File: src/rtl/traffic_pkg.sv
// Shared types and defaults for the countdown timer slice.
package traffic_pkg;

  typedef enum logic [1:0] {
    IDLE  = 2'd0,
    RUN   = 2'd1,
    PAUSE = 2'd2
  } state_t;

  localparam int COUNT_MAX_DEFAULT = 10;

endpackage

File: src/rtl/tick_prescaler.sv
// Free-running cycle divider; emits a one-cycle tick on the wrap from TICK_CYCLES-1 to 0.
module tick_prescaler #(
  parameter int TICK_CYCLES = 50000000
) (
  input  logic clk,
  input  logic rst_n,
  input  logic clear,
  input  logic enable,
  output logic tick
);

  localparam int W = (TICK_CYCLES > 1) ? $clog2(TICK_CYCLES) : 1;
  localparam logic [W-1:0] LAST = W'(TICK_CYCLES - 1);

  logic [W-1:0] count;

  always_ff @(posedge clk or negedge rst_n) begin
    if (!rst_n) begin
      count <= '0;
    end else if (clear) begin
      count <= '0;
    end else if (enable) begin
      if (count == LAST) begin
        count <= '0;
      end else begin
        count <= count + 1'b1;
      end
    end
  end

  assign tick = enable && (count == LAST);

endmodule

File: src/rtl/countdown_timer.sv
// Seconds countdown with start/pause/abort control; counter, running and expired are registered.
module countdown_timer
  import traffic_pkg::*;
#(
  parameter int TICK_CYCLES = 50000000,
  parameter int COUNT_MAX   = COUNT_MAX_DEFAULT
) (
  input  logic       clk,
  input  logic       rst_n,
  input  logic       start,
  input  logic [3:0] load_val,
  input  logic       pause,
  input  logic       abort,
  output logic [3:0] counter,
  output logic       running,
  output logic       expired
);

  state_t     state;
  state_t     state_next;
  logic [3:0] counter_next;
  logic       expired_next;
  logic       running_next;
  logic       load_ok;
  logic [3:0] load_clamped;
  logic       tick;
  logic       enable;
  logic       clear;

  assign load_ok      = start && (load_val != 4'd0);
  assign load_clamped = (32'(load_val) > 32'(COUNT_MAX)) ? 4'(COUNT_MAX) : load_val;

  // Any start (even an ignored zero load) or a pause pre-empts the prescaler for that cycle.
  assign enable = (state == RUN) && !abort && !start && !pause;
  assign clear  = abort || load_ok;

  tick_prescaler #(
    .TICK_CYCLES(TICK_CYCLES)
  ) u_prescaler (
    .clk   (clk),
    .rst_n (rst_n),
    .clear (clear),
    .enable(enable),
    .tick  (tick)
  );

  always_ff @(posedge clk or negedge rst_n) begin
    if (!rst_n) begin
      state <= IDLE;
    end else begin
      state <= state_next;
    end
  end

  always_comb begin
    state_next   = state;
    counter_next = counter;
    expired_next = 1'b0;
    if (abort) begin
      state_next   = IDLE;
      counter_next = 4'd0;
    end else if (load_ok) begin
      state_next   = RUN;
      counter_next = load_clamped;
    end else if (!start) begin
      case (state)
        RUN: begin
          if (pause) begin
            state_next = PAUSE;
          end else if (tick) begin
            if (counter > 4'd1) begin
              counter_next = counter - 4'd1;
            end else begin
              counter_next = 4'd0;
              expired_next = 1'b1;
              state_next   = IDLE;
            end
          end
        end
        PAUSE: begin
          if (!pause) begin
            state_next = RUN;
          end
        end
        default: begin
          state_next   = IDLE;
          counter_next = 4'd0;
        end
      endcase
    end
  end

  always_comb begin
    running_next = (state_next != IDLE);
  end

  always_ff @(posedge clk or negedge rst_n) begin
    if (!rst_n) begin
      counter <= 4'd0;
      running <= 1'b0;
      expired <= 1'b0;
    end else begin
      counter <= counter_next;
      running <= running_next;
      expired <= expired_next;
    end
  end

endmodule

File: config.mk
export PLATFORM = sky130hd
export DESIGN_NAME = countdown_timer
export DESIGN_NICKNAME = d
export VERILOG_FILES = /design/src/rtl/traffic_pkg.sv /design/src/rtl/tick_prescaler.sv /design/src/rtl/countdown_timer.sv
export SDC_FILE = /design/constraint.sdc
export NUM_CORES = 1
export LEC_CHECK = 0
export ABC_AREA = 1
export BUFFER_PORTS_ARGS = -buffer_cell sky130_fd_sc_hd__buf_2
export CAP_MARGIN = 20
export CORE_ASPECT_RATIO = 0.7
export CORE_MARGIN = 8
export CORE_UTILIZATION = 50
export CTS_CLUSTER_SIZE = 40
export DETAILED_ROUTE_END_ITERATION = 10
export GPL_TIMING_DRIVEN = 0
export PLACE_DENSITY = 0.69
export SYNTH_ARGS = -nofsm -noshare
export SYNTH_HDL_FRONTEND = slang
export SYNTH_SLANG_ARGS = --single-unit
File: constraint.sdc
create_clock -name clk -period 2.5 [get_ports clk]
set_input_delay 0 -clock clk [delete_from_list [all_inputs] [get_ports clk]]
set_output_delay 0 -clock clk [all_outputs]
set_load 0.05 [all_outputs]
Word-level counts from Yosys, hierarchy flattened
Index checks and enable logic that the tools add are counted.
{"block": "word_totals", "output_inout_bits": 6, "inputBits": 9, "elab_cells": 55, "ff_bits": 34}
{"block": "op_classes", "muxes": 26, "reduce_logical": 13, "eq_ne": 7, "n_addsub": 2, "order_cmp": 2}
{"operator": "$mux 26", "n": 3}
{"operator": "$mux 4", "n": 7}
{"operator": "$add 26x1->26 const B", "n": 1}
{"operator": "$eq 26x26->1 const B", "n": 1}
{"operator": "$mux 2", "n": 7}
{"operator": "$ne 4x4->1 const B", "n": 2}
{"operator": "$pmux 4 s2", "n": 1}
{"operator": "$mux 1", "n": 7}
{"operator": "$logic_and 1x1->1", "n": 5}
{"operator": "$gt 4x1->1 const B", "n": 1}
{"operator": "$gt 4x4->1 const B", "n": 1}
{"operator": "$pmux 2 s2", "n": 1}
{"operator": "$reduce_and 4->1", "n": 1}
{"operator": "$reduce_bool 2->1", "n": 2}
{"operator": "$reduce_bool 4->1", "n": 1}
{"operator": "$sub 4x1->4 const B", "n": 1}
{"operator": "$logic_not 1->1", "n": 3}
{"operator": "$ne 3x1->1 const B", "n": 1}
{"operator": "$ne 3x3->1 const B", "n": 1}
{"operator": "$eq 2x1->1 const B", "n": 1}
{"operator": "$eq 2x2->1 const B", "n": 1}
{"operator": "$logic_or 1x1->1", "n": 1}

Longest topological paths before layout
{"block": "logic_depth", "word_depth": 12, "ltp_mapped": 14, "depth_no_buf": 14}

Modules after synthesis
A second synthesis with hierarchy kept.
{"block": "hier_totals", "cells_unflattened": 336, "hier_area_um2": 2317.2}
{"module": "tick_prescaler", "cells_each": 246, "area_per_inst_um2": 1687.9, "seq_area_each_um2": 650.6, "n_inst": 1}
{"module": "countdown_timer", "cells_each": 90, "area_per_inst_um2": 629.4, "seq_area_each_um2": 200.2, "n_inst": 1}

Worst setup path after synthesis
No wires, ideal clock.
{"block": "synth_timing", "kind": "register to register", "from": "register state[1]", "to": "register u_prescaler.count[21]", "setup_time_ns": 0.122, "path_buffers": 1, "slack_ns": 0.732, "synth_period_minus_slack_ns": 1.768, "required_time_ns": 2.378, "stages_incl_launch_ff": 12, "t_arrival_ns": 1.646, "path_cell_list": "dfrtp_1 > inv_1 > ha_1 > nand3_1 > nor2_2 > or2_4 > buf_8 > nand2_4 > nor2_4 > nand3_2 > o21ai_1 > a21oi_1"}
{"block": "synth_via", "elab_chain_cells": 5}
{"item": "start: declaration", "line_no": "countdown_timer.sv:19", "text": "state_t state;"}
{"item": "start signal: assignment", "line_no": "countdown_timer.sv:51", "text": "state <= state_next;"}
{"item": "$eq 2x1->1", "line_no": "countdown_timer.sv:34", "text": "assign enable = (state == RUN) && !abort && !start && !pause;"}
{"item": "$logic_and 1x1->1 (3 in series)", "line_no": "countdown_timer.sv:34"}
{"item": "$reduce_bool 2->1 (no source line)"}
{"item": "end signal: assignment", "line_no": "tick_prescaler.sv:26", "text": "count <= count + 1'b1;"}
{"item": "end: declaration", "line_no": "tick_prescaler.sv:15", "text": "logic [W-1:0] count;"}
Every way passes these cells.
A chain may end at the register's enable or synchronous reset.

Worst setup path in the final report
Same ends and word-level chain as after synthesis.

==> flow_summary.json <==
{
  "yosysMostFrequentCell": "nand2_1",
  "cp_slowest_stage_delay_ns": 0.42,
  "yosysTopAreaCellShare_pct": 37.8,
  "crit_slowest_cell": "dfrtp_1",
  "path_clk_slew_ns": 0.07,
  "reg2reg_slack_ns": 0.48,
  "min_path_type": "input pin to register",
  "vias": 1927,
  "period_needed_ns": 2.02,
  "slew_violations": 0,
  "drc": 0,
  "grt_pass1_wl_mm": 8.73,
  "worstSkewPairLatency_ns": 0.29,
  "worst_pin_slew_ns": 0.759,
  "synth_mux_area_share_pct": 0,
  "wl_met1_mm": 2.64,
  "yosys.area_share.adder_pct": 2.78,
  "io_pins": 15,
  "drv_cap": 0,
  "clockRootBuffer": "clkbuf_8",
  "worst_r2r_endpoint": "u_prescaler.count[21]$_DFFE_PN0P_",
  "die_x_um": 96.2,
  "fin_crit_sh_pct": 80.9,
  "vias_per_cell": 5.27,
  "status": "finished, final reports clean",
  "endpoint_kind": "register",
  "worstReg2RegStart": "state[1]$_DFF_PN0_",
  "synth_compound_area_share_pct": 11.4,
  "wl_per_cell_um": 13.7,
  "die_h_um": 72.1,
  "synth_edf_count": 0,
  "cts_buffer_depth": 2,
  "dp_hpwl_mm": 3.82,
  "fin_util_pct": 57.8,
  "synthXorXnorAreaFrac_pct": 3.50,
  "synth_area_per_cell_um2": 7.84,
  "cts_tree": "built",
  "gp_congestion": 0.847,
  "required_ns": 2.67,
  "synthFlopType": "dfrtp_1",
  "worst_r2r_path_depth": 11,
  "grt.overflow.total": 0,
  "path_class": "register to register",
  "h-tree-depth": 2,
  "wl_met3_um": 314,
  "synth_top_family_by_area": "simple AND/OR/NAND/NOR gates",
  "cts_resized": 0,
  "grt_usage_pct": 15.9,
  "finalNetCount": 324,
  "post_synth_inst_count": 287,
  "synthArstFlopShare_pct": 100,
  "fin_skew_ns": 0.00975,
  "ant_nets": 0,
  "worstSetupStartpointType": "register",
  "start_util_pct": 52.0,
  "drtIter0Drc": 118,
  "ys_warn_count": 0,
  "num_rows": 20,
  "ys_top_cells_by_count": "53 x nand2_1, 35 x nor2_1, 34 x dfrtp_1",
  "max_clock_freq_ghz": 0.495,
  "synthSimpleGateAreaFrac_pct": 36.6,
  "hold_depth": 4,
  "grt_start_max_net_pins": 35,
  "slew_headroom_pct": 49.4,
  "seq_area_um2": 851,
  "yosysUniqueCellTypes": 40,
  "syn_area_um2": 2250,
  "hold_buffers": 2,
  "synth_area_leaders": "dfrtp_1 38%, nand2_1 8.8%, nor2_1 5.8%",
  "first_pass_iters": 4,
  "drive_gt1_share_pct": 21.2,
  "wl_met2_mm": 2.01,
  "portBuffers": 14,
  "arrival_ns": 2.19,
  "grt_pass1_vias": 1882,
  "post-cts-setup-buffer-count": 0,
  "leakagePower_nw": 1.19,
  "hold_viol_final": 0,
  "setup_viol": 0,
  "topRoutingLayerUsed": "met4",
  "final.setup.tns_ns": 0,
  "min_from": "pause",
  "worstPathMaxFanout": 10,
  "fill_cells": 400,
  "ys_seq_area_share_pct": 37.8,
  "antennaDiodeCount": 0,
  "p_per_area_nw_per_um2": 483,
  "core_area_um2": 4330,
  "min_to": "expired$_DFF_PN0_",
  "syn_nets": 301,
  "ir_drop_mv": 0.290,
  "yosysTopAreaCell": "dfrtp_1",
  "antenna_found_initial": 0,
  "cts_made_buffers": 5,
  "areaGrowthSynthToFinish_pct": 11.3,
  "cts.sinks": 34,
  "synth-seq-cells": 34,
  "crit_chain": "inv_1 -> ha_1 -> nand3_1 -> nor2_2 -> or2_4 -> buf_8 -> nand2_4 -> nor2_4 -> nand3_2 -> o21ai_1 -> a21oi_1",
  "multiInputGateArea_um2": 1220,
  "rsz0062_at_grt": "false",
  "dieArea_um2": 6940,
  "worst_hold_slack_ns": 0.0440,
  "routed_wl_mm": 5.00
}
## cell type report
| type | count | share of cell area (%) |
|---|---|---|
| Buffer | 3 | 1.50 |
| Tap cell | 55 | 2.75 |
| Timing Repair Buffer | 16 | 3.60 |
| Sequential cell | 34 | 34.0 |
| Clock inverter | 2 | 0.500 |
| Inverter | 37 | 5.60 |
| Clock buffer | 6 | 3.30 |
| Multi-Input combinational cell | 213 | 48.8 |
## cells in the final DEF, fill, tap and decap left out, types with 2 or more instances in the layout
cell,Yosys,final
nand2_2,10,10
o21ai_1,3,3
o21a_1,2,2
nand2_1,53,53
nand3_2,2,2
xor2_1,8,8
dfrtp_1,34,34
clkbuf_8,0,6
nand4_1,8,8
nor4_1,3,3
nor3_1,6,6
buf_6,2,2
inv_1,32,32
and3_1,2,2
o21ai_0,15,15
nand2_4,5,5
ha_1,5,5
nor2_2,4,4
buf_2,0,14
a21oi_2,2,2
clkinv_2,1,2
inv_2,4,4
nor2_1,35,35
dlygate4sd3_1,0,2
a21oi_1,13,13
nand3_1,18,18
nor2_4,4,4
## layer usage
metal  vias to the layer above  track usage, %
li1                        988               -
met4                         0            4.41
met1                       893            24.0
met5                         -               0
met2                        41            21.6
met3                         5            3.81
## cells by family after synthesis
| logic type | count (synthesis) |
|---|---|
| AOI/OAI and AO/OA | 42 |
| xor gates and xnor gates | 9 |
| adders and majority gates | 5 |
| buffers and inverters | 40 |
| DFF | 34 |
| and+or+nand+nor | 157 |
## where the power goes
group | leakage, nW | switching (W) | internal, W | total (W)
clock | 0.0472 | 0.000207 | 0.000221 | 0.000429
combinational | 0.675 | 0.000124 | 0.0000647 | 0.000189
sequential | 0.468 | 0.0000215 | 0.000570 | 0.000592
total | 1.19 | 0.000353 | 0.000856 | 0.00121
## stage by stage
| step | total power, W | setup slack [ns] | instance area (um^2) | instances |
|---|---|---|---|---|
| 3_3_place_gp | 0.000786 | 0.530 | 2390 | 356 |
| 4_1_cts | 0.00122 | 0.463 | 2500 | 366 |
| 2_1_floorplan | 0.000730 | 0.732 | 2250 | 287 |
| 5_1_grt | 0.00127 | 0.310 | 2500 | 366 |
| 6_report | 0.00121 | 0.479 | 2500 | 366 |
| 3_5_place_dp | 0.000790 | 0.474 | 2390 | 356 |
## registers in the layout (all words and copies together) (netlist names)
register	flops
running	1
state	2
u_prescaler.count	26
expired	1
counter	4
## worst max-delay path by stage
stage,end,cells past startpoint,from,slack (ns)
finish,u_prescaler.count[21]$_DFFE_PN0P_,11,state[1]$_DFF_PN0_,0.48
global route,u_prescaler.count[21]$_DFFE_PN0P_,11,state[1]$_DFF_PN0_,0.31
CTS,u_prescaler.count[21]$_DFFE_PN0P_,11,state[1]$_DFF_PN0_,0.46
detailed placement,u_prescaler.count[21]$_DFFE_PN0P_,11,state[1]$_DFF_PN0_,0.47
global placement,u_prescaler.count[21]$_DFFE_PN0P_,11,state[1]$_DFF_PN0_,0.53
floorplan,u_prescaler.count[21]$_DFFE_PN0P_,11,state[1]$_DFF_PN0_,0.73
## critical path: cells and delay by family (launching register included)
| kind | cells | cell delay [ns] |
|---|---|---|
| AO/OA/AOI/OAI | 2 | 0.19 |
| adder cells (fa/ha/maj) | 1 | 0.29 |
| buffers and inverters | 2 | 0.22 |
| flip-flops | 1 | 0.42 |
| AND/OR/NAND/NOR | 6 | 0.79 |
(Power assumes the default switching activity.)
